[config.mk]
export PLATFORM = sky130hd
export DESIGN_NAME = ps2_rx
export DESIGN_NICKNAME = d
export VERILOG_FILES = /design/src/rtl/ps2_rx.sv
export SDC_FILE = /design/constraint.sdc
export NUM_CORES = 1
export LEC_CHECK = 0
export ABC_CLOCK_PERIOD_IN_PS = 1800
export CAP_MARGIN = 20
export CELL_PAD_IN_SITES_DETAIL_PLACEMENT = 0
export CELL_PAD_IN_SITES_GLOBAL_PLACEMENT = 1
export CORE_ASPECT_RATIO = 1.2
export CORE_UTILIZATION = 40
export CTS_CLUSTER_SIZE = 20
export DETAILED_ROUTE_END_ITERATION = 10
export PLACE_DENSITY_LB_ADDON = 0.15
export SETUP_SLACK_MARGIN = 0.05
export SLEW_MARGIN = 20
export SYNTH_ARGS = -nofsm -noshare
export SYNTH_HDL_FRONTEND = slang
export SYNTH_SLANG_ARGS = --single-unit
[constraint.sdc]
create_clock -name clk_vga -period 1.8 [get_ports clk_vga]
set_clock_uncertainty 0.1 [all_clocks]
set_input_delay 0.45 -clock clk_vga [delete_from_list [all_inputs] [get_ports clk_vga]]
set_output_delay 0.45 -clock clk_vga [all_outputs]
set_load 0.03 [all_outputs]
[src/rtl/ps2_rx.sv]
// ps2_rx: PS/2 device-to-host receiver (sync, glitch filter, frame FSM, timeout); ports clk_vga, rst, ps2_clk, ps2_dat -> data, valid, err, err_code, busy
module ps2_rx #(
  parameter int FILTER_LEN     = 8,
  parameter int TIMEOUT_CYCLES = 25000
) (
  input  logic       clk_vga,
  input  logic       rst,
  input  logic       ps2_clk,
  input  logic       ps2_dat,
  output logic [7:0] data,
  output logic       valid,
  output logic       err,
  output logic [1:0] err_code,
  output logic       busy
);
  typedef enum logic [1:0] {IDLE, DATA, PARITY, STOP} state_t;
  state_t      state, state_n;
  logic [1:0]  clk_s, dat_s;
  logic [7:0]  fcnt;
  logic        filt, filt_d, strobe;
  logic [2:0]  bcnt;
  logic [7:0]  shreg;
  logic        par;
  logic [19:0] tcnt;
  logic        d, to, odd, ok, perr, ferr;
  assign d    = dat_s[1];
  assign busy = state != IDLE;
  assign odd  = ^{shreg, par};
  assign ok   = strobe && state == STOP && odd && d;
  assign perr = strobe && state == STOP && !odd;
  assign ferr = strobe && state == STOP && odd && !d;
  // a strobe in the same cycle always beats the timeout
  assign to   = busy && !strobe && tcnt == 20'(TIMEOUT_CYCLES - 1);
  always_comb begin
    state_n = state;
    if (strobe)
      unique case (state)
        IDLE:    state_n = d ? IDLE : DATA;
        DATA:    state_n = bcnt == 3'd7 ? PARITY : DATA;
        PARITY:  state_n = STOP;
        default: state_n = IDLE;
      endcase
    else if (to)
      state_n = IDLE;
  end
  always_ff @(posedge clk_vga) begin
    if (rst) begin
      state    <= IDLE;
      clk_s    <= 2'b11;
      dat_s    <= 2'b11;
      fcnt     <= '0;
      filt     <= 1'b1;
      filt_d   <= 1'b1;
      strobe   <= 1'b0;
      bcnt     <= '0;
      shreg    <= '0;
      par      <= 1'b0;
      tcnt     <= '0;
      data     <= '0;
      valid    <= 1'b0;
      err      <= 1'b0;
      err_code <= '0;
    end else begin
      state  <= state_n;
      clk_s  <= {clk_s[0], ps2_clk};
      dat_s  <= {dat_s[0], ps2_dat};
      // filtered clock flips only after FILTER_LEN consecutive disagreeing samples
      if (clk_s[1] == filt) fcnt <= '0;
      else if (fcnt == 8'(FILTER_LEN - 1)) begin
        filt <= clk_s[1];
        fcnt <= '0;
      end else fcnt <= fcnt + 8'd1;
      filt_d <= filt;
      strobe <= filt_d && !filt;
      tcnt   <= (strobe || !busy) ? '0 : tcnt + 20'd1;
      if (strobe && state == IDLE && !d) begin
        bcnt  <= '0;
        shreg <= '0;
      end
      if (strobe && state == DATA) begin
        shreg <= {d, shreg[7:1]};
        bcnt  <= bcnt + 3'd1;
      end
      if (strobe && state == PARITY) par <= d;
      valid    <= ok;
      err      <= perr || ferr || to;
      data     <= ok ? shreg : data;
      err_code <= perr ? 2'b01 : ferr ? 2'b10 : to ? 2'b11 : err_code;
    end
  end
endmodule
==> impl_metrics.toml <==
[drt]
via_per_inst = 5.00
firstDrtPassIters = 4
wl_per_cell_microns = 12.3
drtIter0Drc = 139
vias = 2118
ant_nets = 0
drc_errors = 0
routed_wirelength_microns = 5210

[placed_design]
io_buffer_count = 16
placed_area_sq_mm = 0.00314
gp_congestion = 0.711
dp_cells = 407
dp_hpwl_microns = 3680

[cells_and_area]
finalInstanceArea_sq_mm = 0.00337
fin_cells = 424
fin_util = 0.547
drive_gt1_frac = 0.266
diodes = 0
area_growth_pct = 28.6
final_nets = 346

[global_routing]
antenna_found_initial = 0
grt_pass1_vias = 1994
gr-usage-all-layers = 0.161
grt_pass1_wl_microns = 8920
gr-total-overflow = 0
grt_max_degree = 22

[floorplan]
die_w_microns = 75.9
io_pins = 17
rows = 31
die-height_microns = 90.7
coreArea_sq_mm = 0.00617
fp.dieArea_sq_mm = 0.00688
initial_core_util = 0.425

[setup_path]
end_kind = "register"
crit_path_top_delay_cell = "xnor3_2"
reg2reg_to = "err_code[1]"
crit_type = "reg -> reg"
rrSetupSlack_ns = 0.06
path_buf_inv = 0
r2r_cells = 4
required_ns = 1.91
cpMostUsedCell = "xor2_1"
crit_family = "XOR/XNOR gates"
cp.arrival_ns = 1.85
timing.rr.start = "shreg[0]"
path_cells = "xor2_1 > xnor3_2 > xor2_1 > o311a_1"
slowest_delay_ns = 0.49
path_max_fanout = 3
start_kind = "register"

[timing]
clock.fmax_mhz = 576
setup_viol = 0
worst_slew_pin_slew_ns = 0.432
hold_violations = 0
finalCritPeriodShare = 0.965
slew_viol_final = 0
fin_crit_ns = 1.74
fin_tns_setup_ns = 0
max_slew_margin = 0.711
rsz0062_at_grt = "yes"

[synthesis]
synth_area_leader_cell = "dfxtp_1"
syn_area_per_cell_sq_um = 9.20
ys_warn_count = 0
ys_types = 43
synth_top_area_share = 0.466
synth_fp_nets = 293
synth_area_sq_mm = 0.00262
synth_area_leaders = "dfxtp_1 (47%), nor2_1 (5.2%), xor2_1 (5.0%)"
ys_seq_area_frac = 0.466
synthCells = 285
synth-seq-cells = 61

[job]
cap_violations = 0

[power]
power_switching_uw = 538
comb_power_share = 0.014
power.total_uw = 2390
leakage_uw = 0.00130
seq_power_share = 0.568
p_sw_frac = 0.225
p_int_uw = 1850
p_per_area_mw_per_mm2 = 708
ir_worst_vdd_v = 0.000468
power.clock.fraction = 0.419

[hold_path]
min_path_type = "reg -> reg"
whs_path_depth = 2
holdCritStartpoint = "filt_d"
worst_hold_path.endpoint = "strobe"

[run_status]
status = "completed"

[clocking]
cts-root-buf = "clkbuf_8"
cts_tree = "yes"
htree_levels = 3
max-clock-path-buffers = 2
clk_latency_ns = 0.33
cts_hold_buf = 0
clk_pin_slew_ns = 0.07
cts.sinks = 61
cts_buffers = 9
[layer usage]
layer / vias to the layer above / share of wire / track usage
met5: - / 0 / 0
met4: 0 / 0.011 / 0.0625
li1: 1100 / - / -
met2: 23 / 0.51 / 0.278
met1: 989 / 0.45 / 0.187
met3: 6 / 0.025 / 0.0455
[kinds of logic (layout without fill, tap and decap cells)]
family	Yosys count	count (layout)	synth area share
flops	61	61	0.466
fa+ha+maj	4	4	0.0191
simple gates	125	125	0.247
buf+inv	22	79	0.0329
mux	12	12	0.0506
compound gates	38	38	0.0964
xor+xnor	23	23	0.0878
[tightest hold or removal path: stages, from the launching register on]
cell	delay (ns)
dfxtp_1	0.30
inv_1	0.04
nor2_1	0.03
[state kept, by name, indices dropped and copies added (netlist names)]
name      count
dat_s         2
shreg         8
filt          1
filt_d        1
data          8
err           1
tcnt         20
fcnt          8
clk_s         2
par           1
valid         1
strobe        1
bcnt          3
state         2
err_code      2
[worst max path at each step]
| stage | end | slack [ns] | start | cells past startpoint |
|---|---|---|---|---|
| 2_1_floorplan | tcnt[18] | 0.09 | tcnt[0] | 5 |
| 3_3_place_gp | tcnt[17] | 0.02 | rst | 4 |
| 3_5_place_dp | tcnt[19] | -0.02 | rst | 4 |
| 4_1_cts | busy | 0.02 | state[0] | 3 |
| 5_1_grt | err | -0.003 | tcnt[11] | 5 |
| 6_report | err_code[1] | 0.06 | shreg[0] | 4 |
[area by class of cell]
type | instances | area, sq um
clock buffer | 10 | 128
fill | 576 | 2800
tap | 82 | 103
timing repair buffer | 55 | 458
multi-input combinational | 202 | 1380
sequential | 61 | 1240
clock inverter | 5 | 28.8
inverter | 9 | 33.8
[cells in the mapped netlist]
library cell  number
dfxtp_1           61
mux2i_4            1
nand4b_1           1
o311a_1            1
nor2_1            36
nand2_1           30
and3_1             6
xnor3_2            1
clkbuf_2           1
nand3_1           13
o21ai_0            4
or4b_1             1
inv_1              9
xor2_1            15
o32ai_1            1
xnor3_1            1
o21a_1             1
xnor2_1            6
mux2i_1           11
nor3b_1            1
and4_1             1
nand3b_1           1
or2_2              6
and2_1             2
a22oi_1           10
nand4_1            5
o211ai_1           1
or3_1              5
nor4_4             1
nor3_1             3
or4_1              7
o31ai_1            5
and2_2             1
a311oi_1           1
clkbuf_1          10
nand3_2            1
or4_4              1
a21oi_1           12
nand2b_1           2
ha_1               4
a211o_1            2
nor4_2             1
buf_2              2
[stage by stage]
step                hold slack [ns]  setup WS [ns]
finish                        0.313         0.0633
CTS                           0.312         0.0249
detailed placement            0.295        -0.0195
floorplan                     0.289         0.0878
global route                  0.323       -0.00349
global placement              0.295         0.0198
[what timing repair did]
| action | in CTS | in global routing |
|---|---|---|
| endpoints found under the hold margin | 0 | 0 |
| pin swaps | 1 | 3 |
| resized for setup | 20 | 22 |
| buffers inserted | 0 | 2 |
| endpoints found under the setup margin | 26 | 22 |
[power groups by stage]
stage	clock network, uW	registers [uW]	logic, uW
after detailed placement	0	1390	33.0
after global routing	1100	1360	36.1
after floorplan	0	1390	18.1
final	1000	1360	32.4
after global placement	0	1390	32.9
after CTS	1040	1360	33.3
[layout by cell type, fill, tap and decap left out, types with 2 or more instances in the layout]
cell,Yosys,routed
and2_1,2,2
nor2_1,36,36
dfxtp_1,61,48
buf_12,0,2
dlygate4sd2_1,0,12
buf_4,0,37
a211o_1,2,2
clkdlybuf4s50_1,0,3
o31ai_1,5,4
ha_1,4,3
xnor2_1,6,5
a21oi_1,12,12
clkbuf_8,0,9
a22oi_1,10,10
dfxtp_2,0,12
or4_1,7,5
nor3_1,3,2
xor2_1,15,15
clkinv_2,0,4
nor4_4,1,2
or4_4,1,3
and3_1,6,6
nand4_1,5,5
nand2_2,0,2
nand3_1,13,11
nand2b_1,2,2
o21ai_0,4,4
inv_1,9,9
or3_1,5,4
nand2_1,30,28
mux2i_1,11,11
or2_2,6,6
nand3_2,1,3
Note: power is estimated with default switching activity, not from simulation.
==> RTL edit (same settings) <==
`data` no longer has a reset.
--- a/src/rtl/ps2_rx.sv
+++ b/src/rtl/ps2_rx.sv
@@ -58,3 +58,2 @@
       tcnt     <= '0;
-      data     <= '0;
       valid    <= 1'b0;
@@ -86,3 +85,2 @@
       err      <= perr || ferr || to;
-      data     <= ok ? shreg : data;
       err_code <= perr ? 2'b01 : ferr ? 2'b10 : to ? 2'b11 : err_code;
@@ -90,2 +88,6 @@
   end
+
+  always_ff @(posedge clk_vga) begin
+    data <= ok ? shreg : data;
+  end
 endmodule
Formal check against the unedited RTL: same outputs for any inputs over 10 cycles, from zero or initial values and one cycle with rst high; that may be too few to reach the edited logic, so the function may still have changed.
==> RTL edit against the unedited design <==
The flow now finishes with violations (setup timing). Cell area grew 3.8%. Synthesized area shrank 2.1%. Sequential cell count is the same. Non-clock buffer count grew 11. Highest routed layer unchanged. Sequential share of layout area grew 0.73 points. Setup slack lost 130 ps. Routed wire length grew 5.2%. Die area shrank 2.1%. Power grew 10%. Critical path depth grew 1.
==> RTL edit: results (changes against the unedited design) <==
status=finished, violations left; failing checks=setup timing; Worst R2R End=err; placed inst area=3180 µm² (+1.2%); GRT Overall Usage=0.183 (+0.0219); Syn-to-layout area delta=36.4%; Peak VDD IR=0.000468 V (about the same); GPL Wtd Cong=0.743 (+4.4%); max incr delay on CP=540 ps (+50 ps); Placed Instances=391 (-3.9%); Cell variety after synth=42 (-2.3%); pre-CTS setup slack=-120 ps (-100 ps); EDFF count, synth=8 (+8); Resized Gates After CTS=28 (+40%); dominant cells by area after synthesis=dfxtp_1 41%, edfxtp_1 9.4%, nor2_1 5.6%, xnor2_1 4.8%, xor2_1 3.4%; # setup viols final=13 (+13); first-pass GRT wire length=9110 µm (+2.2%); worst setup margin=-67.5 ps (-131 ps); FF-to-FF Start=tcnt[17]; crit path max fanout=4 (+1); First DRT Iteration DRCs=73 (-47%); Via density=5.04 (+0.82%); most instantiated cells after synthesis=53 x dfxtp_1, 38 x nor2_1, 15 x nand2_1; largest net degree at the start of global routing=18 (-18%); Sum Neg Setup Slack=-247 ps (-247 ps); Syn Area/Cell=9.83 µm² (+6.9%)
## RTL edit: cell types whose count changed after synthesis, sizes merged, moves of 4 or more
| cell | before | now |
|---|---|---|
| nand2 | 30 | 15 |
| inv | 9 | 5 |
| dfxtp | 61 | 53 |
| xor2 | 15 | 10 |
| nand3 | 14 | 10 |
| mux2i | 12 | 3 |
| xnor2 | 6 | 14 |
| edfxtp | 0 | 8 |
## RTL edit: power breakdown
part,internal (mW),switching (mW)
clock network,0.718,0.495
registers,1.38,0.00329
logic,0.0154,0.0167
total,2.11,0.515
## RTL edit: per-layer routing
layer  routed length (µm)  vias up  share of wire  GRT usage
li1                     -     1067              -          -
met1                 2280      992           0.42      0.189
met2                 2960       24           0.54      0.315
met3                  154        7          0.028     0.0594
met4                   83        0          0.015     0.0975
met5                    0        -              0          0
## RTL edit: cell type report
class,instances,share of cell area
flip-flops and latches,61,0.375
clock inverters,1,0.00858
well taps,82,0.0293
multi-input cells,185,0.374
clock buffers,15,0.0476
inverters,5,0.00536
repair buffers,66,0.160
## RTL edit: how the worst max path moves through the flow
stage                        to  cells after the start
detailed placement          err                      4
global placement    err_code[0]                      4
finish                      err                      5
floorplan              tcnt[16]                      5
CTS                         err                      5
global route                err                      5
## RTL edit: logic make-up (layout without fill, tap and decap cells)
group,count (synthesis),after routing,synth area share
AOI/OAI and AO/OA,42,42,0.113
xor gates and xnor gates,25,25,0.0907
adders and majority gates,4,4,0.0195
buffers and inverters,15,87,0.0219
DFF,61,61,0.507
muxes,3,3,0.0117
and+or+nand+nor,111,111,0.236
## RTL edit: worst reg2reg max path, stage by stage (launching register included)
cell and delay [ps]:
dfxtp_2 320, or4_4 540, buf_6 140, nor4_4 220
a21oi_1 140, a2111oi_2 320
